### config.mk
export PLATFORM = sky130hd
export DESIGN_NAME = acorn128_phase_ctrl_flat
export DESIGN_NICKNAME = d
export VERILOG_FILES = /design/src/rtl/acorn128_pkg.sv /design/src/rtl/acorn128_phase_ctrl_if.sv /design/src/rtl/acorn128_step_cnt.sv /design/src/rtl/acorn128_phase_ctrl.sv /design/src/flat_wrapper.sv
export SDC_FILE = /design/constraint.sdc
export NUM_CORES = 1
export LEC_CHECK = 0
export ABC_AREA = 1
export ABC_CLOCK_PERIOD_IN_PS = 3400
export CORE_UTILIZATION = 40
export CTS_CLUSTER_DIAMETER = 40
export DETAILED_ROUTE_END_ITERATION = 12
export DONT_BUFFER_PORTS = 1
export SLEW_MARGIN = 25
export SYNTH_ARGS = -nofsm -noshare
export SYNTH_HDL_FRONTEND = slang
export SYNTH_SLANG_ARGS = --single-unit
export TNS_END_PERCENT = 1
### constraint.sdc
create_clock -name clk -period 3.4 [get_ports clk]
set_input_delay 0.68 -clock clk [delete_from_list [all_inputs] [get_ports clk]]
set_output_delay 0.68 -clock clk [all_outputs]
set_load 0.1 [all_outputs]
### src/rtl/acorn128_pkg.sv
// Shared state codes, message-bit source codes and step counts for the ACORN-128 sequencer.
package acorn128_pkg;

    typedef enum logic [2:0] {
        ST_IDLE    = 3'd0,
        ST_INIT    = 3'd1,
        ST_AD      = 3'd2,
        ST_AD_PAD  = 3'd3,
        ST_ENC     = 3'd4,
        ST_ENC_PAD = 3'd5,
        ST_FINAL   = 3'd6,
        ST_DONE    = 3'd7
    } state_e;

    typedef enum logic [2:0] {
        MB_ZERO    = 3'd0,
        MB_ONE     = 3'd1,
        MB_KEY     = 3'd2,
        MB_IV      = 3'd3,
        MB_DATA    = 3'd4,
        MB_KEY_INV = 3'd5
    } mbit_e;

    localparam int unsigned INIT_STEPS  = 1792;
    localparam int unsigned PAD_STEPS   = 256;
    localparam int unsigned FINAL_STEPS = 768;
    localparam int unsigned KEY_BITS    = 128;
    localparam int unsigned TAG_BITS    = 128;

endpackage

### src/rtl/acorn128_phase_ctrl_if.sv
// Command, data-pacing and per-step control bundle between a host (master) and the sequencer (slave).
// abort exists only when ACORN_ABORT_EN is defined.
interface acorn128_phase_ctrl_if #(
    parameter int unsigned LEN_W = 16
);
    logic             start;
    logic [LEN_W-1:0] ad_len;
    logic [LEN_W-1:0] msg_len;
    logic             data_valid;
    logic             data_ready;
    logic             step_en;
    logic             ca;
    logic             cb;
    logic [2:0]       mbit_sel;
    logic [6:0]       kv_idx;
    logic             ks_valid;
    logic             tag_en;
    logic [2:0]       phase;
    logic             busy;
    logic             done;
`ifdef ACORN_ABORT_EN
    logic             abort;
`endif

    modport master (
`ifdef ACORN_ABORT_EN
        output abort,
`endif
        output start, ad_len, msg_len, data_valid,
        input  data_ready, step_en, ca, cb, mbit_sel, kv_idx, ks_valid, tag_en, phase, busy, done
    );

    modport slave (
`ifdef ACORN_ABORT_EN
        input  abort,
`endif
        input  start, ad_len, msg_len, data_valid,
        output data_ready, step_en, ca, cb, mbit_sel, kv_idx, ks_valid, tag_en, phase, busy, done
    );
endinterface

### src/rtl/acorn128_step_cnt.sv
// Per-phase step counter: clears on phase entry, counts enabled steps, flags the phase's last step.
// Zero latency on tc_o (combinational compare against the registered count).
module acorn128_step_cnt #(
    parameter int unsigned W = 12
) (
    input  logic         clk,
    input  logic         rst,
    input  logic         clr_i,
    input  logic         en_i,
    input  logic [W-1:0] last_i,
    output logic [W-1:0] cnt_o,
    output logic         tc_o
);
    logic [W-1:0] cnt_q, cnt_d;

    always_comb begin
        cnt_d = cnt_q;
        if (clr_i) begin
            cnt_d = '0;
        end else if (en_i) begin
            cnt_d = cnt_q + W'(1);
        end
    end

    always_ff @(posedge clk or negedge rst) begin
        if (!rst) begin
            cnt_q <= '0;
        end else begin
            cnt_q <= cnt_d;
        end
    end

    assign cnt_o = cnt_q;
    assign tc_o  = (cnt_q == last_i);
endmodule

### src/rtl/acorn128_phase_ctrl.sv
// ACORN-128 step sequencer INIT->AD->AD_PAD->ENC->ENC_PAD->FINAL->DONE; ACORN_ABORT_EN adds abort.
// One step per cycle except AD/ENC, which stall on data_valid=0; done at 1+1792+ad+256+msg+256+768.
module acorn128_phase_ctrl
#(
    parameter int unsigned LEN_W       = 16,
    parameter int unsigned INIT_STEPS  = acorn128_pkg::INIT_STEPS,
    parameter int unsigned PAD_STEPS   = acorn128_pkg::PAD_STEPS,
    parameter int unsigned FINAL_STEPS = acorn128_pkg::FINAL_STEPS
) (
    input  logic                  clk,
    input  logic                  rst,
    acorn128_phase_ctrl_if.slave  bus
);
    import acorn128_pkg::*;

    // Wide enough for both the 1792-step INIT phase and a full-range length.
    localparam int unsigned CNT_W = (LEN_W > 12) ? LEN_W : 12;

    state_e           state_q, state_d;
    logic [LEN_W-1:0] ad_len_q, msg_len_q;
    logic [CNT_W-1:0] cnt, last;
    logic             tc, clr;
    logic             step_en, ca, cb, rdy, ks, tag, done_p;
    mbit_e            mbit;
    logic [6:0]       kv;
    logic             abort_w;

`ifdef ACORN_ABORT_EN
    assign abort_w = bus.abort;
`else
    assign abort_w = 1'b0;
`endif

    always_comb begin
        state_d = state_q;
        step_en = 1'b0;
        ca      = 1'b0;
        cb      = 1'b0;
        rdy     = 1'b0;
        ks      = 1'b0;
        tag     = 1'b0;
        done_p  = 1'b0;
        mbit    = MB_ZERO;
        kv      = 7'd0;
        last    = '0;
        case (state_q)
            ST_IDLE: begin
                if (bus.start) state_d = ST_INIT;
            end
            ST_INIT: begin
                step_en = 1'b1;
                ca      = 1'b1;
                cb      = 1'b1;
                // Key restarts at bit 0 every 128 steps past 256, so the low bits are the index throughout.
                kv      = cnt[6:0];
                if (cnt < CNT_W'(KEY_BITS))           mbit = MB_KEY;
                else if (cnt < CNT_W'(2 * KEY_BITS))  mbit = MB_IV;
                else if (cnt == CNT_W'(2 * KEY_BITS)) mbit = MB_KEY_INV;
                else                                  mbit = MB_KEY;
                last = CNT_W'(INIT_STEPS - 1);
                if (tc) state_d = (ad_len_q == '0) ? ST_AD_PAD : ST_AD;
            end
            ST_AD: begin
                rdy     = 1'b1;
                step_en = bus.data_valid;
                mbit    = MB_DATA;
                ca      = 1'b1;
                cb      = 1'b1;
                last    = CNT_W'(ad_len_q) - CNT_W'(1);
                if (step_en && tc) state_d = ST_AD_PAD;
            end
            ST_AD_PAD, ST_ENC_PAD: begin
                step_en = 1'b1;
                mbit    = (cnt == '0) ? MB_ONE : MB_ZERO;
                ca      = (cnt < CNT_W'(KEY_BITS));
                cb      = (state_q == ST_AD_PAD);
                last    = CNT_W'(PAD_STEPS - 1);
                if (tc) begin
                    if (state_q == ST_ENC_PAD)  state_d = ST_FINAL;
                    else if (msg_len_q == '0)   state_d = ST_ENC_PAD;
                    else                        state_d = ST_ENC;
                end
            end
            ST_ENC: begin
                rdy     = 1'b1;
                step_en = bus.data_valid;
                mbit    = MB_DATA;
                ca      = 1'b1;
                ks      = bus.data_valid;
                last    = CNT_W'(msg_len_q) - CNT_W'(1);
                if (step_en && tc) state_d = ST_ENC_PAD;
            end
            ST_FINAL: begin
                step_en = 1'b1;
                ca      = 1'b1;
                cb      = 1'b1;
                tag     = (cnt >= CNT_W'(FINAL_STEPS - TAG_BITS));
                last    = CNT_W'(FINAL_STEPS - 1);
                if (tc) state_d = ST_DONE;
            end
            ST_DONE: begin
                done_p  = 1'b1;
                state_d = ST_IDLE;
            end
            default: state_d = ST_IDLE;
        endcase
        if (abort_w && (state_q != ST_IDLE)) begin
            state_d = ST_IDLE;
            step_en = 1'b0;
            rdy     = 1'b0;
            tag     = 1'b0;
            ks      = 1'b0;
            done_p  = 1'b0;
        end
    end

    assign clr = (state_d != state_q);

    acorn128_step_cnt #(.W(CNT_W)) u_cnt (
        .clk    (clk),
        .rst    (rst),
        .clr_i  (clr),
        .en_i   (step_en),
        .last_i (last),
        .cnt_o  (cnt),
        .tc_o   (tc)
    );

    always_ff @(posedge clk or negedge rst) begin
        if (!rst) begin
            state_q   <= ST_IDLE;
            ad_len_q  <= '0;
            msg_len_q <= '0;
        end else begin
            state_q <= state_d;
            if (state_q == ST_IDLE && bus.start) begin
                ad_len_q  <= bus.ad_len;
                msg_len_q <= bus.msg_len;
            end
        end
    end

    assign bus.step_en    = step_en;
    assign bus.ca         = ca;
    assign bus.cb         = cb;
    assign bus.data_ready = rdy;
    assign bus.ks_valid   = ks;
    assign bus.tag_en     = tag;
    assign bus.done       = done_p;
    assign bus.mbit_sel   = mbit;
    assign bus.kv_idx     = kv;
    assign bus.phase      = state_q;
    assign bus.busy       = (state_q != ST_IDLE);
endmodule

### src/flat_wrapper.sv
// flat-port wrapper written by rule: the top's interface ports become plain ports
module acorn128_phase_ctrl_flat import acorn128_pkg::*;
#(
    parameter int unsigned LEN_W       = 16,
    parameter int unsigned INIT_STEPS  = acorn128_pkg::INIT_STEPS,
    parameter int unsigned PAD_STEPS   = acorn128_pkg::PAD_STEPS,
    parameter int unsigned FINAL_STEPS = acorn128_pkg::FINAL_STEPS
)
  (clk, rst, bus_start, bus_ad_len, bus_msg_len, bus_data_valid, bus_data_ready, bus_step_en, bus_ca, bus_cb, bus_mbit_sel, bus_kv_idx, bus_ks_valid, bus_tag_en, bus_phase, bus_busy, bus_done);
  acorn128_phase_ctrl_if #(.LEN_W(LEN_W)) bus_i ();
  input  logic clk;
  input  logic rst;
  input wire logic [$bits(bus_i.start)-1:0] bus_start;
  input wire logic [$bits(bus_i.ad_len)-1:0] bus_ad_len;
  input wire logic [$bits(bus_i.msg_len)-1:0] bus_msg_len;
  input wire logic [$bits(bus_i.data_valid)-1:0] bus_data_valid;
  output wire logic [$bits(bus_i.data_ready)-1:0] bus_data_ready;
  output wire logic [$bits(bus_i.step_en)-1:0] bus_step_en;
  output wire logic [$bits(bus_i.ca)-1:0] bus_ca;
  output wire logic [$bits(bus_i.cb)-1:0] bus_cb;
  output wire logic [$bits(bus_i.mbit_sel)-1:0] bus_mbit_sel;
  output wire logic [$bits(bus_i.kv_idx)-1:0] bus_kv_idx;
  output wire logic [$bits(bus_i.ks_valid)-1:0] bus_ks_valid;
  output wire logic [$bits(bus_i.tag_en)-1:0] bus_tag_en;
  output wire logic [$bits(bus_i.phase)-1:0] bus_phase;
  output wire logic [$bits(bus_i.busy)-1:0] bus_busy;
  output wire logic [$bits(bus_i.done)-1:0] bus_done;
  assign bus_i.start = bus_start;
  assign bus_i.ad_len = bus_ad_len;
  assign bus_i.msg_len = bus_msg_len;
  assign bus_i.data_valid = bus_data_valid;
  assign bus_data_ready = bus_i.data_ready;
  assign bus_step_en = bus_i.step_en;
  assign bus_ca = bus_i.ca;
  assign bus_cb = bus_i.cb;
  assign bus_mbit_sel = bus_i.mbit_sel;
  assign bus_kv_idx = bus_i.kv_idx;
  assign bus_ks_valid = bus_i.ks_valid;
  assign bus_tag_en = bus_i.tag_en;
  assign bus_phase = bus_i.phase;
  assign bus_busy = bus_i.busy;
  assign bus_done = bus_i.done;
  acorn128_phase_ctrl #(.LEN_W(LEN_W), .INIT_STEPS(INIT_STEPS), .PAD_STEPS(PAD_STEPS), .FINAL_STEPS(FINAL_STEPS)) u_core (.clk(clk), .rst(rst), .bus(bus_i));
endmodule
==> results of run 1 <==
-- power groups by stage --
stage | combinational (mW) | clock (mW) | sequential [mW]
2_1_floorplan | 0.000559 | 0 | 0.618
3_3_place_gp | 0.000965 | 0 | 0.618
3_5_place_dp | 0.000945 | 0 | 0.618
4_1_cts | 0.000952 | 0.396 | 0.606
5_1_grt | 0.00104 | 0.421 | 0.606
6_report | 0.000969 | 0.383 | 0.606
-- flip-flops by register name, summed over array words and instances, names as in the netlist --
signal              count
u_core.ad_len_q        16
u_core.bus.phase        3
u_core.u_cnt.cnt_o     16
u_core.msg_len_q       16
-- layout by cell type (no fill, tap or decap), types with 3 or more instances in the layout --
master | Yosys | layout
buf_12 | 1 | 11
nand3_1 | 78 | 76
inv_1 | 72 | 72
dfrtp_1 | 51 | 48
dfrtp_2 | 0 | 3
nand3_2 | 2 | 4
nor2_1 | 82 | 65
xor2_1 | 13 | 13
nor2_4 | 3 | 4
mux2_2 | 3 | 3
nand2_1 | 150 | 147
nand2_2 | 11 | 14
clkbuf_8 | 0 | 5
nor2_2 | 16 | 32
buf_6 | 4 | 3
o21ai_0 | 11 | 10
nand3b_1 | 3 | 3
nand4_1 | 20 | 20
nor3_1 | 4 | 4
nor4_1 | 7 | 7
a21oi_1 | 35 | 34
buf_4 | 3 | 15
-- worst max-delay path by stage --
| stage | slack [ps] | cells after the start | to | startpoint |
|---|---|---|---|---|
| 6_report | 270 | 23 | u_core.u_cnt.cnt_o[15]$_DFFE_PN0P_ | u_core.bus.phase[1]$_DFF_PN0_ |
| 5_1_grt | -20 | 22 | u_core.u_cnt.cnt_o[10]$_DFFE_PN0P_ | u_core.bus.phase[1]$_DFF_PN0_ |
| 4_1_cts | 140 | 24 | u_core.u_cnt.cnt_o[1]$_DFFE_PN0P_ | u_core.bus.phase[1]$_DFF_PN0_ |
| 3_5_place_dp | 170 | 23 | u_core.u_cnt.cnt_o[1]$_DFFE_PN0P_ | u_core.bus.phase[1]$_DFF_PN0_ |
| 3_3_place_gp | 220 | 19 | u_core.u_cnt.cnt_o[15]$_DFFE_PN0P_ | u_core.bus.phase[0]$_DFF_PN0_ |
| 2_1_floorplan | -380 | 6 | bus_ca | u_core.bus.phase[2]$_DFF_PN0_ |
-- cell type report --
class / instances / area share [%]
Tap cell: 129 / 3.57
Sequential cell: 51 / 28.3
Multi-Input combinational cell: 454 / 51.5
Clock buffer: 5 / 1.52
Timing Repair Buffer: 30 / 8.45
Clock inverter: 3 / 0.582
Inverter: 73 / 6.07
-- worst register-to-register path, stage by stage (launching register included) --
cell	delay, ps
dfrtp_2	480
nor2_8	210
nand3_1	110
nand2_2	130
ha_2	220
nand3_1	130
nor2_4	180
nand2_1	100
nand3_1	90
nand2_1	80
xor2_1	150
nor2_1	110
nand2_1	70
nor2_2	130
nand3_1	150
nand2_1	110
nand2_1	50
nand2_1	50
inv_1	60
nand2_1	70
nand2_1	60
nand2_2	110
nand2_8	130
nor2_2	120
-- per-stage QoR --
step	power, mW	setup TNS, ps	utilization [%]	setup WS [ps]	hold slack (ps)
3_5_place_dp	0.619	0	46.1	169	387
6_report	0.990	0	48.2	265	43.0
2_1_floorplan	0.619	-2710	-	-382	384
4_1_cts	1.00	0	47.1	139	32.1
3_3_place_gp	0.619	0	46.1	222	386
5_1_grt	1.03	-72.3	48.2	-16.7	12.1
-- routing by layer --
layer	track usage, %	part of all wire (%)	vias up
li1	-	-	1955
met1	27.9	45	1796
met2	36.2	48	109
met3	3.74	4.9	22
met4	8.58	2.1	0
met5	0	0	-
-- kinds of logic after synthesis --
group / Yosys count / synth area share (%)
AND/OR/NAND/NOR: 382 / 45.0
XOR/XNOR: 13 / 2.91
multiplexers: 3 / 0.862
buffers and inverters: 94 / 10.6
adder cells (fa/ha/maj): 3 / 0.958
flip-flops: 51 / 32.6
AO/OA/AOI/OAI: 53 / 7.12
-- what timing repair did --
| action | CTS | global route |
|---|---|---|
| gates resized for setup | 0 | 22 |
| buffers inserted | 0 | 3 |
| setup endpoints to repair | 0 | 16 |
==> flow_summary_export.csv, run 1 <==
group,metric,value,unit
run_status,status,"finished, final reports clean",
clock_network,cts_buffer_depth,2,
timing,clock_skew,7.82,ps
synth,yosysWarnings,0,
clock_network,clkLatencyLatePin,320,ps
synth,synth_largest_area_cell,"dfrtp_1",
cells_and_area,seq_area,1280,um^2
critical_path,critPathCaptureType,"flip-flop",
die,die_x,101,um
cells_and_area,num_antenna_cells,0,
synth,synth-seq-cells,51,
timing,fin_crit_sh,92.2,%
critical_path,worstPathRequired,3650,ps
die,num_rows,35,
placement,portBuffers,0,
cells_and_area,drive_above_1_share,17.4,%
synth,syn_area_per_cell,6.54,um^2
timing,finalHoldViolCount,0,
clock_network,cts_tree,"built",
synth,async_flop_share,100,%
critical_path,worst-path-buf-inv,1,
critical_path,r2r-end,"u_core.u_cnt.cnt_o[15]$_DFFE_PN0P_",
timing,slew-limit-headroom,58.9,%
cells_and_area,stdcell_count,745,
critical_path,crit_path_cell_trace,"nor2_8 -> nand3_1 -> nand2_2 -> ha_2 -> nand3_1 -> nor2_4 -> nand2_1 -> nand3_1 -> nand2_1 -> xor2_1 -> nor2_1 -> nand2_1 -> nor2_2 -> nand3_1 -> nand2_1 -> nand2_1 -> nand2_1 -> inv_1 -> nand2_1 -> nand2_1 -> nand2_2 -> nand2_8 -> nor2_2",
cells_and_area,area_growth,15.3,%
route,ant_nets,0,
critical_path,arrival,3390,ps
critical_path,startpoint_type,"flip-flop",
cells_and_area,multi_input_area,2320,um^2
route,vias,3882,
cells_and_area,num-fill-cells,985,
synth,synth_edf_count,0,
global_routing,grt_pass1_wl,17.5,mm
clock_network,cts.sinks,51,
die,die-height,101,um
clock_network,cts_root_buf,"clkbuf_8",
critical_path,crit_family,"simple AND/OR/NAND/NOR gates",
power_and_ir_drop,p_switching,0.232,mW
synth,synth.top_cell.area_share,32.6,%
die,die_area,10200,um^2
die,start_util,41.8,%
global_routing,antenna_found_initial,0,
clock_network,cts_max_level,2,
route,wl_per_cell,13.8,um
power_and_ir_drop,leakagePower,2.05,nW
synth,syn_area,3920,um^2
timing,setup_viol,0,
clock_network,cts_buffers,5,
critical_path,rrSetupSlack,270,ps
timing,tightestPinTransition,610,ps
critical_path,r2r-start,"u_core.bus.phase[1]$_DFF_PN0_",
power_and_ir_drop,p_int,0.759,mW
power_and_ir_drop,vdd_drop_max,0.152,mV
critical_path,slowest_stage,"dfrtp_2",
global_routing,overflow,0,
power_and_ir_drop,p_per_area,219,nW/um^2
global_routing,grt.total_usage,21.7,%
cells_and_area,final_area,4520,um^2
global_routing,grt_pass1_vias,3784,
route,vias_per_cell,5.21,
timing,max_freq,319,MHz
clock_network,cts_hold_buf,0,
die,placeableCoreArea,9370,um^2
global_routing,grt_max_degree,63,
power_and_ir_drop,pwr-share-comb,0.1,%
placement,dp_hpwl,7.88,mm
synth,synth_top_flop_cell,"dfrtp_1",
synth,seq_area_frac_synth,32.6,%
route,detail_route.iter0.violations,171,
synth,yosysMostFrequentCell,"nand2_1",
critical_path,crit_type,"flip-flop to flip-flop",
critical_path,cpPeakStageDelay,480,ps
synth,synth_common_cells,"nand2_1 (150), nor2_1 (82), nand3_1 (78)",
critical_path,worstPathMaxFanout,16,
critical_path,reg2reg_depth,23,
power_and_ir_drop,switching_share,23.4,%
synth,netlist_instances,599,
die,top_level_ports,57,
timing,maxSlewViolCount,0,
synth,synth_area_leaders,"dfrtp_1 (33%), nand2_1 (14%), nand3_1 (10%), nor2_1 (7.9%), inv_1 (6.9%)",
power_and_ir_drop,clockPowerShare,38.7,%
clock_network,clk_pin_slew,110,ps
route,firstDrtPassIters,5,
cells_and_area,fin_nets,654,
power_and_ir_drop,power_frac_seq,61.2,%
synth,yosys.cell_types.count,34,
critical_path,cpMostUsedCell,"nand2_1",
job,drv_cap,0,
route,routed_wl,10.3,mm
timing,fin_crit,3130,ps
route,drc,0,
placement,gp_congestion,0.929,
placement,placed_cells,734,
synth,syn_nets,638,
placement,placed_area,4320,um^2
hold_path,hold_path_class,"primary input to asynchronous set/reset pin",
(Power assumes the default switching activity.)
==> inputs of run 2 (changes only) <==
--- a/config.mk
+++ b/config.mk
@@ -7,6 +7,7 @@
 export LEC_CHECK = 0
 export ABC_AREA = 1
 export ABC_CLOCK_PERIOD_IN_PS = 3400
+export CAP_MARGIN = 15
 export CORE_UTILIZATION = 40
 export CTS_CLUSTER_DIAMETER = 40
 export DETAILED_ROUTE_END_ITERATION = 12
==> constraint.sdc (replaced) <==
create_clock -name clk -period 3.4 [get_ports clk]
set_input_delay 0.68 -clock clk [delete_from_list [all_inputs] [get_ports clk]]
set_output_delay 0.68 -clock clk [all_outputs]
set_load 0.005 [all_outputs]
==> run 2 against run 1 <==
Net effect: via count fell by 2.2%; routed wire length rose by 0.31%; fmax increased by 2.0%; die area unchanged; clock skew is 1.0 ps higher; highest routed layer unchanged.
==> flow_summary_export.csv, run 2 (synthesized netlist as in run 1, its figures left out) <==
group,metric,value,unit
run_status,status,"finished, final reports clean",
placement,portBuffers,0,
die,top_level_ports,57,
power_and_ir_drop,clockPowerShare,38.1,%
die,die-height,101,um
clock_network,cts_hold_buf,0,
hold_path,hold_path_class,"primary input to asynchronous set/reset pin",
cells_and_area,stdcell_count,725,
clock_network,ctsResizeCount,0,
critical_path,critPathCaptureType,"flip-flop",
critical_path,reg2reg_depth,20,
critical_path,worstPathMaxFanout,16,
die,die_area,10200,um^2
cells_and_area,drive_above_1_share,10.7,%
power_and_ir_drop,vdd_drop_max,0.146,mV
critical_path,r2r-start,"u_core.bus.phase[0]$_DFF_PN0_",
critical_path,crit_path_cell_trace,"buf_4 -> inv_1 -> nand3_1 -> nand2_1 -> nor2_1 -> inv_1 -> a21oi_1 -> or2_1 -> a21oi_1 -> nand3b_1 -> nor2_2 -> nand3_1 -> nand2_1 -> nand2_1 -> nand2_1 -> inv_1 -> nand4_1 -> nand2_2 -> nand2_8 -> nor2_1",
critical_path,rrSetupSlack,330,ps
cells_and_area,num-fill-cells,997,
cells_and_area,multi_input_area,2260,um^2
clock_network,cts_buffers,5,
critical_path,crit_type,"flip-flop to flip-flop",
power_and_ir_drop,p_int,0.755,mW
power_and_ir_drop,switching_share,23.0,%
timing,tightestPinTransition,553,ps
timing,maxSlewViolCount,0,
route,vias_per_cell,5.24,
power_and_ir_drop,p_per_area,236,nW/um^2
route,routed_wl,10.3,mm
route,detail_route.iter0.violations,249,
global_routing,grt_pass1_wl,17.2,mm
critical_path,crit_family,"simple AND/OR/NAND/NOR gates",
job,drv_cap,0,
critical_path,worstPathRequired,3610,ps
timing,finalHoldViolCount,0,
route,firstDrtPassIters,5,
critical_path,slowest_stage,"dfrtp_1",
power_and_ir_drop,total_power,0.981,mW
cells_and_area,final_common_cell,"nand2_1",
global_routing,grt.total_usage,21.5,%
cells_and_area,num_antenna_cells,0,
die,num_rows,35,
die,start_util,41.8,%
critical_path,arrival,3280,ps
critical_path,worst-path-stages,20,
die,placeableCoreArea,9370,um^2
power_and_ir_drop,power_frac_seq,61.8,%
cells_and_area,final_area,4160,um^2
placement,placed_area,4030,um^2
global_routing,antenna_found_initial,0,
cells_and_area,area_growth,6.13,%
clock_network,cts_setup_buffers,0,
timing,max_freq,325,MHz
critical_path,startpoint_type,"flip-flop",
global_routing,grt_pass1_vias,3681,
global_routing,grt_max_degree,52,
die,die_x,101,um
route,wl_per_cell,14.2,um
global_routing,overflow,0,
clock_network,cts.sinks,51,
cells_and_area,fin_nets,634,
clock_network,clkLatencyLatePin,320,ps
power_and_ir_drop,p_switching,0.226,mW
route,drc,0,
critical_path,worst-path-buf-inv,4,
clock_network,cts_root_buf,"clkbuf_8",
power_and_ir_drop,pwr-share-comb,0.1,%
clock_network,cts_buffer_depth,2,
critical_path,cpPeakStageDelay,440,ps
timing,fin_crit,3070,ps
clock_network,cts_max_level,2,
cells_and_area,seq_area,1280,um^2
timing,slew-limit-headroom,62.8,%
critical_path,r2r-end,"u_core.u_cnt.cnt_o[1]$_DFFE_PN0P_",
cells_and_area,mostFrequentLayoutCells,"nand2_1 (150), nor2_1 (78), nand3_1 (77)",
clock_network,cts_tree,"built",
route,vias,3797,
placement,placed_cells,717,
clock_network,clk_pin_slew,100,ps
placement,gp_congestion,0.861,
power_and_ir_drop,leakagePower,1.91,nW
route,ant_nets,0,
timing,clock_skew,8.85,ps
timing,setup_tns,0,ps
timing,fin_crit_sh,90.4,%
critical_path,cpMostUsedCell,"nand2_1",
timing,setup_viol,0,
placement,dp_hpwl,7.98,mm
## run 2: worst max path at each step
| stage | from | to | slack [ps] |
|---|---|---|---|
| global placement | u_core.bus.phase[1]$_DFF_PN0_ | u_core.u_cnt.cnt_o[15]$_DFFE_PN0P_ | 330 |
| global route | u_core.bus.phase[1]$_DFF_PN0_ | u_core.u_cnt.cnt_o[15]$_DFFE_PN0P_ | -40 |
| finish | u_core.bus.phase[0]$_DFF_PN0_ | u_core.u_cnt.cnt_o[1]$_DFFE_PN0P_ | 330 |
| floorplan | u_core.bus.phase[0]$_DFF_PN0_ | u_core.u_cnt.cnt_o[13]$_DFFE_PN0P_ | 560 |
| CTS | u_core.bus.phase[1]$_DFF_PN0_ | u_core.u_cnt.cnt_o[1]$_DFFE_PN0P_ | 200 |
| detailed placement | u_core.bus.phase[1]$_DFF_PN0_ | u_core.u_cnt.cnt_o[1]$_DFFE_PN0P_ | 220 |
## run 2: routing by layer
| metal | GRT usage, % | part of all wire (%) | up-vias |
|---|---|---|---|
| met5 | 0 | 0 | - |
| met2 | 38.0 | 50 | 93 |
| met1 | 27.8 | 45 | 1784 |
| met4 | 5.24 | 1.1 | 0 |
| li1 | - | - | 1910 |
| met3 | 2.50 | 4.6 | 10 |
## run 2: per-stage QoR
| stage | hold WS (ps) | util (%) | setup WS (ps) |
|---|---|---|---|
| final | 37.8 | 44.4 | 327 |
| after global routing | 20.4 | 44.4 | -44.7 |
| after CTS | 31.5 | 44.0 | 200 |
| after detailed placement | 387 | 43.0 | 218 |
| after global placement | 387 | 43.0 | 331 |
| after floorplan | 384 | - | 563 |
## run 2: area by class of cell
type                            count  share of cell area (%)
Sequential cell                    51                    30.7
Timing Repair Buffer               10                    2.29
Clock inverter                      2                   0.391
Clock buffer                        6                    1.74
Inverter                           73                    6.59
Tap cell                          129                    3.88
Multi-Input combinational cell    454                    54.4
## run 2: power groups by stage
stage	clock [mW]	combinational, mW	sequential, mW
detailed placement	0	0.000804	0.618
global route	0.410	0.000849	0.606
CTS	0.392	0.000811	0.606
floorplan	0	0.000559	0.618
global placement	0	0.000830	0.618
finish	0.374	0.000856	0.606
